File: src/rtl/uart_rx.sv
`timescale 1ns/1ps
`default_nettype none
// ============================================================================
//  Module   : uart_rx
//  Purpose  : 8N1 serial receiver. Synchronizes the asynchronous line, finds
//             and validates the start bit, samples each data bit at mid-bit,
//             checks the stop bit and presents the byte on a level-held
//             ready/acknowledge interface with framing and overrun flags.
//  Ports    : clk_50m  - system clock, all state on its rising edge
//             rst_n    - asynchronous active-low reset
//             uart_rxd - serial line, idle high, asynchronous to clk_50m
//             rx_ack   - one-cycle pulse, clears rx_rdy/rx_ferr/rx_ovr
//             rx_data  - last good byte received
//             rx_rdy   - a good byte is waiting in rx_data
//             rx_ferr  - sticky: a frame had a zero stop bit
//             rx_ovr   - sticky: a good byte was dropped while rx_rdy was set
//  Revision : 1.0 - initial release
// ============================================================================
module uart_rx #(
  parameter int RX_CLKS    = 434,
  parameter int RX_DATA_BW = 8
) (
  input  logic                  clk_50m,
  input  logic                  rst_n,
  input  logic                  uart_rxd,
  input  logic                  rx_ack,
  output logic [RX_DATA_BW-1:0] rx_data,
  output logic                  rx_rdy,
  output logic                  rx_ferr,
  output logic                  rx_ovr
);

  localparam int CW = (RX_CLKS > 1) ? $clog2(RX_CLKS) : 1;
  localparam int IW = (RX_DATA_BW > 1) ? $clog2(RX_DATA_BW) : 1;

  localparam logic [CW-1:0] c_HALF     = CW'(RX_CLKS / 2);
  localparam logic [CW-1:0] c_LAST     = CW'(RX_CLKS - 1);
  localparam logic [IW-1:0] c_IDX_LAST = IW'(RX_DATA_BW - 1);

  typedef enum logic [2:0] {
    S_IDLE    = 3'd0,
    S_START   = 3'd1,
    S_DATA    = 3'd2,
    S_STOP    = 3'd3,
    S_WAIT_HI = 3'd4
  } state_t;

  state_t                r_state;
  logic [CW-1:0]         r_cnt;
  logic [IW-1:0]         r_idx;
  logic [RX_DATA_BW-1:0] r_shift;

  logic r_s1;
  logic r_s2;
  logic r_s3;
  // Marks which synchronizer stages hold a genuine line sample since reset.
  // Without it, the high reset values of s1/s2 followed by a line that is
  // already low would look like a falling edge.
  logic [2:0] r_vld;
  logic       w_fall;

  always_ff @(posedge clk_50m or negedge rst_n) begin
    if (!rst_n) begin
      r_s1  <= 1'b1;
      r_s2  <= 1'b1;
      r_s3  <= 1'b1;
      r_vld <= 3'b000;
    end else begin
      r_s1  <= uart_rxd;
      r_s2  <= r_s1;
      r_s3  <= r_s2;
      r_vld <= {r_vld[1:0], 1'b1};
    end
  end

  assign w_fall = r_vld[2] & r_s3 & ~r_s2;

  always_ff @(posedge clk_50m or negedge rst_n) begin
    if (!rst_n) begin
      r_state <= S_IDLE;
      r_cnt   <= '0;
      r_idx   <= '0;
      r_shift <= '0;
      rx_data <= '0;
      rx_rdy  <= 1'b0;
      rx_ferr <= 1'b0;
      rx_ovr  <= 1'b0;
    end else begin
      // Acknowledge clears first; a same-cycle set from STOP below wins.
      if (rx_ack) begin
        rx_rdy  <= 1'b0;
        rx_ferr <= 1'b0;
        rx_ovr  <= 1'b0;
      end

      case (r_state)
        S_IDLE: begin
          if (w_fall) begin
            r_cnt   <= '0;
            r_state <= S_START;
          end
        end

        S_START: begin
          if (r_cnt == c_HALF) begin
            if (r_s2) begin
              r_state <= S_IDLE;          // line back high: glitch
            end else begin
              r_cnt   <= '0;
              r_idx   <= '0;
              r_state <= S_DATA;
            end
          end else begin
            r_cnt <= r_cnt + CW'(1);
          end
        end

        S_DATA: begin
          if (r_cnt == c_LAST) begin
            r_shift[r_idx] <= r_s2;
            r_cnt          <= '0;
            if (r_idx == c_IDX_LAST) begin
              r_state <= S_STOP;
            end else begin
              r_idx <= r_idx + IW'(1);
            end
          end else begin
            r_cnt <= r_cnt + CW'(1);
          end
        end

        S_STOP: begin
          if (r_cnt == c_LAST) begin
            r_cnt <= '0;
            if (r_s2) begin
              if (!rx_rdy || rx_ack) begin
                rx_data <= r_shift;
                rx_rdy  <= 1'b1;
              end else begin
                rx_ovr  <= 1'b1;
              end
              r_state <= S_IDLE;
            end else begin
              rx_ferr <= 1'b1;
              r_state <= S_WAIT_HI;
            end
          end else begin
            r_cnt <= r_cnt + CW'(1);
          end
        end

        // Hold off until the line recovers so a break flags only once.
        S_WAIT_HI: begin
          if (r_s2) begin
            r_state <= S_IDLE;
          end
        end

        default: r_state <= S_IDLE;
      endcase
    end
  end

endmodule
`default_nettype wire

File: config.mk
export PLATFORM = sky130hd
export DESIGN_NAME = uart_rx
export DESIGN_NICKNAME = d
export VERILOG_FILES = /design/src/rtl/uart_rx.sv
export SDC_FILE = /design/constraint.sdc
export NUM_CORES = 1
export LEC_CHECK = 0
export ABC_AREA = 0
export BUFFER_PORTS_ARGS = -buffer_cell sky130_fd_sc_hd__buf_2
export CORE_MARGIN = 2
export CORE_UTILIZATION = 53
export DETAILED_ROUTE_END_ITERATION = 10
export PLACE_DENSITY = 0.74
export SLEW_MARGIN = 25
export SYNTH_ARGS = -nofsm -noshare
export SYNTH_HDL_FRONTEND = slang
export SYNTH_SLANG_ARGS = --single-unit
export TNS_END_PERCENT = 30
File: constraint.sdc
create_clock -name clk_50m -period 1.9 [get_ports clk_50m]
set_input_delay 0.285 -clock clk_50m [delete_from_list [all_inputs] [get_ports clk_50m]]
set_output_delay 0.285 -clock clk_50m [all_outputs]
set_load 0.01 [all_outputs]
* Word level (Yosys, flattened, before mapping)
Index checks and enable logic that the tools add are counted.
** Operators by class
- $mul :: 0
- Mux-type cells :: 36
- Reductions and logical operators :: 12
- Add/sub/neg operators :: 2
- Eq/ne operators :: 16
- Bitwise gates (word level) :: 3
- Shift-type cells :: 0
- Order comparisons :: 2
- Div/mod/pow operators :: 0
** Operators with widths (count)
- 2-to-1 mux 9 bit :: 4
- 2-to-1 mux 3 bit :: 11
- one-hot mux 9 bit (3 select lines) :: 1
- inequality test 2 bit (second input constant) :: 8
- 2-to-1 mux 1 bit :: 15
- one-hot mux 3 bit (5 select lines) :: 1
- adder 9 x 1 -> 9 bit (second input constant) :: 1
- == test 9 x 8 -> 1 bit (second input constant) :: 1
- == test 9 bit (second input constant) :: 1
- bitwise mux 8 bit :: 1
- == test 3 x 2 -> 1 bit (second input constant) :: 2
- == test 3 bit (second input constant) :: 2
- one-hot mux 3 bit (2 select lines) :: 1
- AND reduction 6 bit :: 1
- AND reduction 5 bit :: 1
- < comparator 3 x 4 -> 1 bit (second input constant) :: 1
- AND reduction 4 bit :: 1
- adder 3 x 1 -> 3 bit (second input constant) :: 1
- demux 1 bit (select 3 bit) :: 1
- == test 3 x 1 -> 1 bit (second input constant) :: 1
- greater-or-equal comparator 3 x 1 -> 1 bit (second input constant) :: 1
- logical NOT 3 bit :: 1
- inequality test 3 bit (second input constant) :: 1
- AND reduction 3 bit :: 1
- other kinds (10) :: 11
** Word-level totals
- Bits in latches :: 0
- Bits in read-only memories :: 0
- Memory bits (writable) :: 0
- Flip-flop bits (word level) :: 40
- Word-level logic and storage cells :: 83
- Memories kept :: 0
- Output and inout bits :: 11

* Logic depth before layout (Yosys ltp)
- Depth in word-level cells :: 6
- Mapped depth :: 7
- Depth with buffers taken out :: 6

* Least setup slack after synthesis
Ideal clock, no wire load.
- Path kind :: flip-flop to flip-flop
- Start point :: register r_state[0]
- End point :: register r_shift[4]
- Path slack :: 0.045 ns
- Cell stages (with the launch flop) :: 6
- Arrival :: 1.727 ns
- Path through :: dfrtp_1 -> buf_6 -> or3b_4 -> nor4_4 -> nor4b_4 -> mux2_1
** Between the ends
- Longest elaborated chain between the ends :: 2
** RTL lines
- from (decl) :: RTL line 48 : state_t r_state;
- from (signal assigned) :: RTL line 80 : r_state <= S_IDLE;
- from (signal assigned) :: RTL line 100 : r_state <= S_START;
- from (signal assigned) :: RTL line 107 : r_state <= S_IDLE;
- == test 3 x 2 -> 1 bit :: RTL line 96 : case (r_state)
- AND reduction 2 bit (no source line)
- to (signal, indexed assignment) :: RTL line 120 : r_shift[r_idx] <= r_s2;
- to (decl) :: RTL line 51 : logic [RX_DATA_BW-1:0] r_shift;
No other way between the ends.
A chain may end at the register's enable or synchronous reset.

* Worst setup path after layout
- Start point :: register r_cnt[1]
- End point :: register r_shift[4]
** Between the ends
- Longest elaborated chain between the ends :: 2
** RTL lines
- from (decl) :: RTL line 49 : logic [CW-1:0] r_cnt;
- from (signal assigned) :: RTL line 114 : r_cnt <= r_cnt + CW'(1);
- from (signal assigned) :: RTL line 128 : r_cnt <= r_cnt + CW'(1);
- from (signal assigned) :: RTL line 148 : r_cnt <= r_cnt + CW'(1);
- == test 9 bit :: RTL line 119 : if (r_cnt == c_LAST) begin
- AND reduction 2 bit (no source line)
No other way between the ends.

==> run_results.csv <==
group,metric,value,unit
status,status,"finished, final reports clean",
setup_path,required,2.08,ns
floorplan,core,0.00369,mm2
sta,finalWorstSetupSlack,0.0628,ns
yosys,synth_edf_count,0,
yosys,synth_warnings,0,
global_routing,antenna_found_initial,0,
setup_path,r2r_start,"r_cnt[1]",
finish,layout-drive-gt1-share,0.340,
setup_path,cpPeakStageDelay,0.39,ns
pwr,p_comb_frac,0.237,
setup_path,cp_max_fo,3,
finish,num_antenna_cells,0,
global_routing,grt_pass1_wl,6940,um
pwr,p_clk_frac,0.291,
setup_path,crit_type,"reg2reg",
pwr,internal_power,1.60,mW
clock_network,cts-root-buf,"clkbuf_8",
sta,setup_viol,0,
sta,slew_violations,0,
floorplan,die_h,66.1,um
yosys,syn_area_per_cell,11.7,um2
route,drcViolationCount,0,
yosys,synth-seq-cells,40,
sta,finalHoldViolCount,0,
route,post_drt_via_cell_ratio,5.92,
route,num_vias,1503,
floorplan,dieArea,0.00436,mm2
pwr,power.share.sequential,0.471,
yosys,synth_area,0.00204,mm2
job,maxCapViolCount,0,
clock_network,cts-buffers-inserted,5,
route,drt_first_pass_iters,4,
floorplan,std_cell_rows,22,
finish,postLayoutCoreUtil,0.648,
clock_network,worstSkewPairLatency,0.29,ns
setup_path,slowest_stage,"dfrtp_1",
clock_network,cts_tree,"built",
finish,area_delta_synth_final,17.1,%
placement,pre_cts_slack,0.0628,ns
clock_network,postCtsSetupBuffers,0,
pwr,powerDensity,974,mW/mm2
route,wire_per_inst,16.1,um
setup_path,end_kind,"flip-flop",
global_routing,grt_overflow,0,
setup_path,critical_path.cell_chain,"inv_1 > ha_2 > nand3b_1 > nor4_4 > nor4b_4 > mux2_1",
placement,dp_hpwl,2960,um
route,drt_iter0_drc,204,
floorplan,initial_core_util,0.553,
yosys,ys_seq_area_frac,0.492,
clock_network,cts_buffer_depth,2,
finish,final_cell_mix,"dfrtp_1 (36), mux2_2 (16), buf_4 (15)",
sta,max_freq,544,MHz
global_routing,grt_pass1_vias,1509,
floorplan,fp.dieW,66.1,um
yosys,synthArstFlopShare,1.00,
yosys,yosysUniqueCellTypes,48,
sta,rsz0062_at_grt,"yes",
sta,period_minus_slack,1.84,ns
min_path,worst_hold_startpoint,"uart_rxd",
yosys,synthFlopType,"dfrtp_1",
clock_network,path_clk_slew,0.08,ns
finish,nets,213,
global_routing,grt_max_degree,41,
setup_path,start_kind,"flip-flop",
placement,io_buffer_count,14,
finish,final_cells,254,
min_path,hp-class,"in2reg",
route,detail-route-antenna-nets,0,
sta,skew,0.00912,ns
placement,dpl.cell_count,245,
sta,worst_hold_slack,0.0907,ns
floorplan,ios,15,
setup_path,r2r_setup_slack,0.06,ns
min_path,min_delay_path_depth,1,
placement,gp_congestion,0.914,
setup_path,reg2regPathDepth,6,
pwr,ir_drop,0.000636,V
setup_path,r2r_end,"r_shift[4]",
pwr,leakage,1.12,nW
sta,fin_crit_sh,0.967,
pwr,switching_share,0.311,
setup_path,arrival,2.01,ns
clock_network,clock-sinks,40,
min_path,worstHoldEndpoint,"r_s1",
global_routing,track_usage,0.211,
sta,fin_tns_setup,0,ns
yosys,synth_nets,183,
route,routed_wl,4100,um
finish,final_common_cell,"dfrtp_1",
clock_network,htreeDepth,2,
yosys,syn_inst,175,
pwr,p_switching,0.724,mW
-- power groups by stage --
stage	clock network (mW)	registers [mW]	logic, mW
2_1_floorplan	0	1.05	0.414
5_1_grt	0.727	1.12	0.617
6_report	0.678	1.10	0.553
4_1_cts	0.696	1.09	0.549
3_5_place_dp	0	1.11	0.544
3_3_place_gp	0	1.10	0.533
-- cells by family (layout without fill, tap and decap cells) --
logic type / after synthesis / after routing / share of synthesized area
buf+inv: 14 / 45 / 0.0325
flops: 40 / 40 / 0.492
mux: 20 / 20 / 0.109
compound gates: 37 / 37 / 0.137
other cells: 1 / 1 / 0.00184
fa+ha+maj: 4 / 4 / 0.0245
simple gates: 58 / 58 / 0.198
xor+xnor: 1 / 1 / 0.00429
-- worst max-delay path by stage --
| stage | start | endpoint | slack, ns |
|---|---|---|---|
| after global placement | r_cnt[1] | r_shift[2] | 0.12 |
| after CTS | r_cnt[1] | r_cnt[5] | 0.05 |
| after floorplan | r_state[0] | r_shift[4] | 0.05 |
| after global routing | r_cnt[6] | rx_data[0] | -0.03 |
| after detailed placement | r_cnt[1] | r_cnt[7] | 0.06 |
| final | r_cnt[1] | r_shift[4] | 0.06 |
-- routing by layer --
metal,track usage,vias up,wire [um]
li1,-,711,-
met1,0.281,743,1800
met2,0.335,41,2050
met3,0.0528,8,174
met4,0.0791,0,70
met5,0,-,0
-- sequential cells by signal, summed over array words and instances, names as in the netlist --
name	flops
r_cnt	9
r_idx	3
r_s1	1
r_s2	1
r_s3	1
r_shift	8
r_state	3
r_vld	3
rx_data	8
rx_ferr	1
rx_ovr	1
rx_rdy	1
-- what timing repair did --
| action | in CTS | in global routing |
|---|---|---|
| resized for setup | 0 | 4 |
| hold buffers | 1 | 0 |
| hold endpoints to repair | 37 | 0 |
| setup endpoints to repair | 0 | 20 |
-- stage by stage --
step	cell area, um2	power [mW]
final	2390	2.33
after global routing	2390	2.46
after CTS	2380	2.33
after detailed placement	2260	1.65
after global placement	2260	1.63
after floorplan	2040	1.46
-- synthesized netlist by cell type (2+ instances only) --
master | count | area, um2
nand4b_1 | 2 | 17.5
o31ai_1 | 2 | 15.0
dfrtp_1 | 37 | 926
nand2b_1 | 4 | 25.0
nand3b_1 | 2 | 15.0
a221o_1 | 6 | 60.1
inv_1 | 6 | 22.5
nor3_1 | 3 | 15.0
o21ai_0 | 6 | 30.0
ha_1 | 4 | 50.1
buf_2 | 5 | 25.0
nand4_1 | 4 | 25.0
nor2b_1 | 3 | 18.8
mux2_2 | 16 | 180
nor4_1 | 3 | 18.8
dfstp_2 | 3 | 78.8
nor2_1 | 7 | 26.3
nand2_1 | 12 | 45.0
nor4b_4 | 2 | 47.6
mux2i_1 | 2 | 20.0
a21oi_1 | 12 | 60.1
nand3_1 | 5 | 25.0
o211ai_1 | 3 | 22.5
mux2_1 | 2 | 22.5
-- worst max-delay path: cells and delay by family (launching register included) --
kind | cells | cell delay, ns
and+or+nand+nor | 3 | 0.76
DFF | 1 | 0.39
muxes | 1 | 0.35
adders and majority gates | 1 | 0.17
buffers and inverters | 1 | 0.06
-- final cells by class --
cell class	instances	area (um2)
Clock buffer	5	68.8
Clock inverter	3	42.5
Fill cell	289	1300
Inverter	6	22.5
Multi-Input combinational cell	121	977
Sequential cell	40	1010
Tap cell	48	60.1
Timing Repair Buffer	31	213
Note: power is estimated with default switching activity, not from simulation.
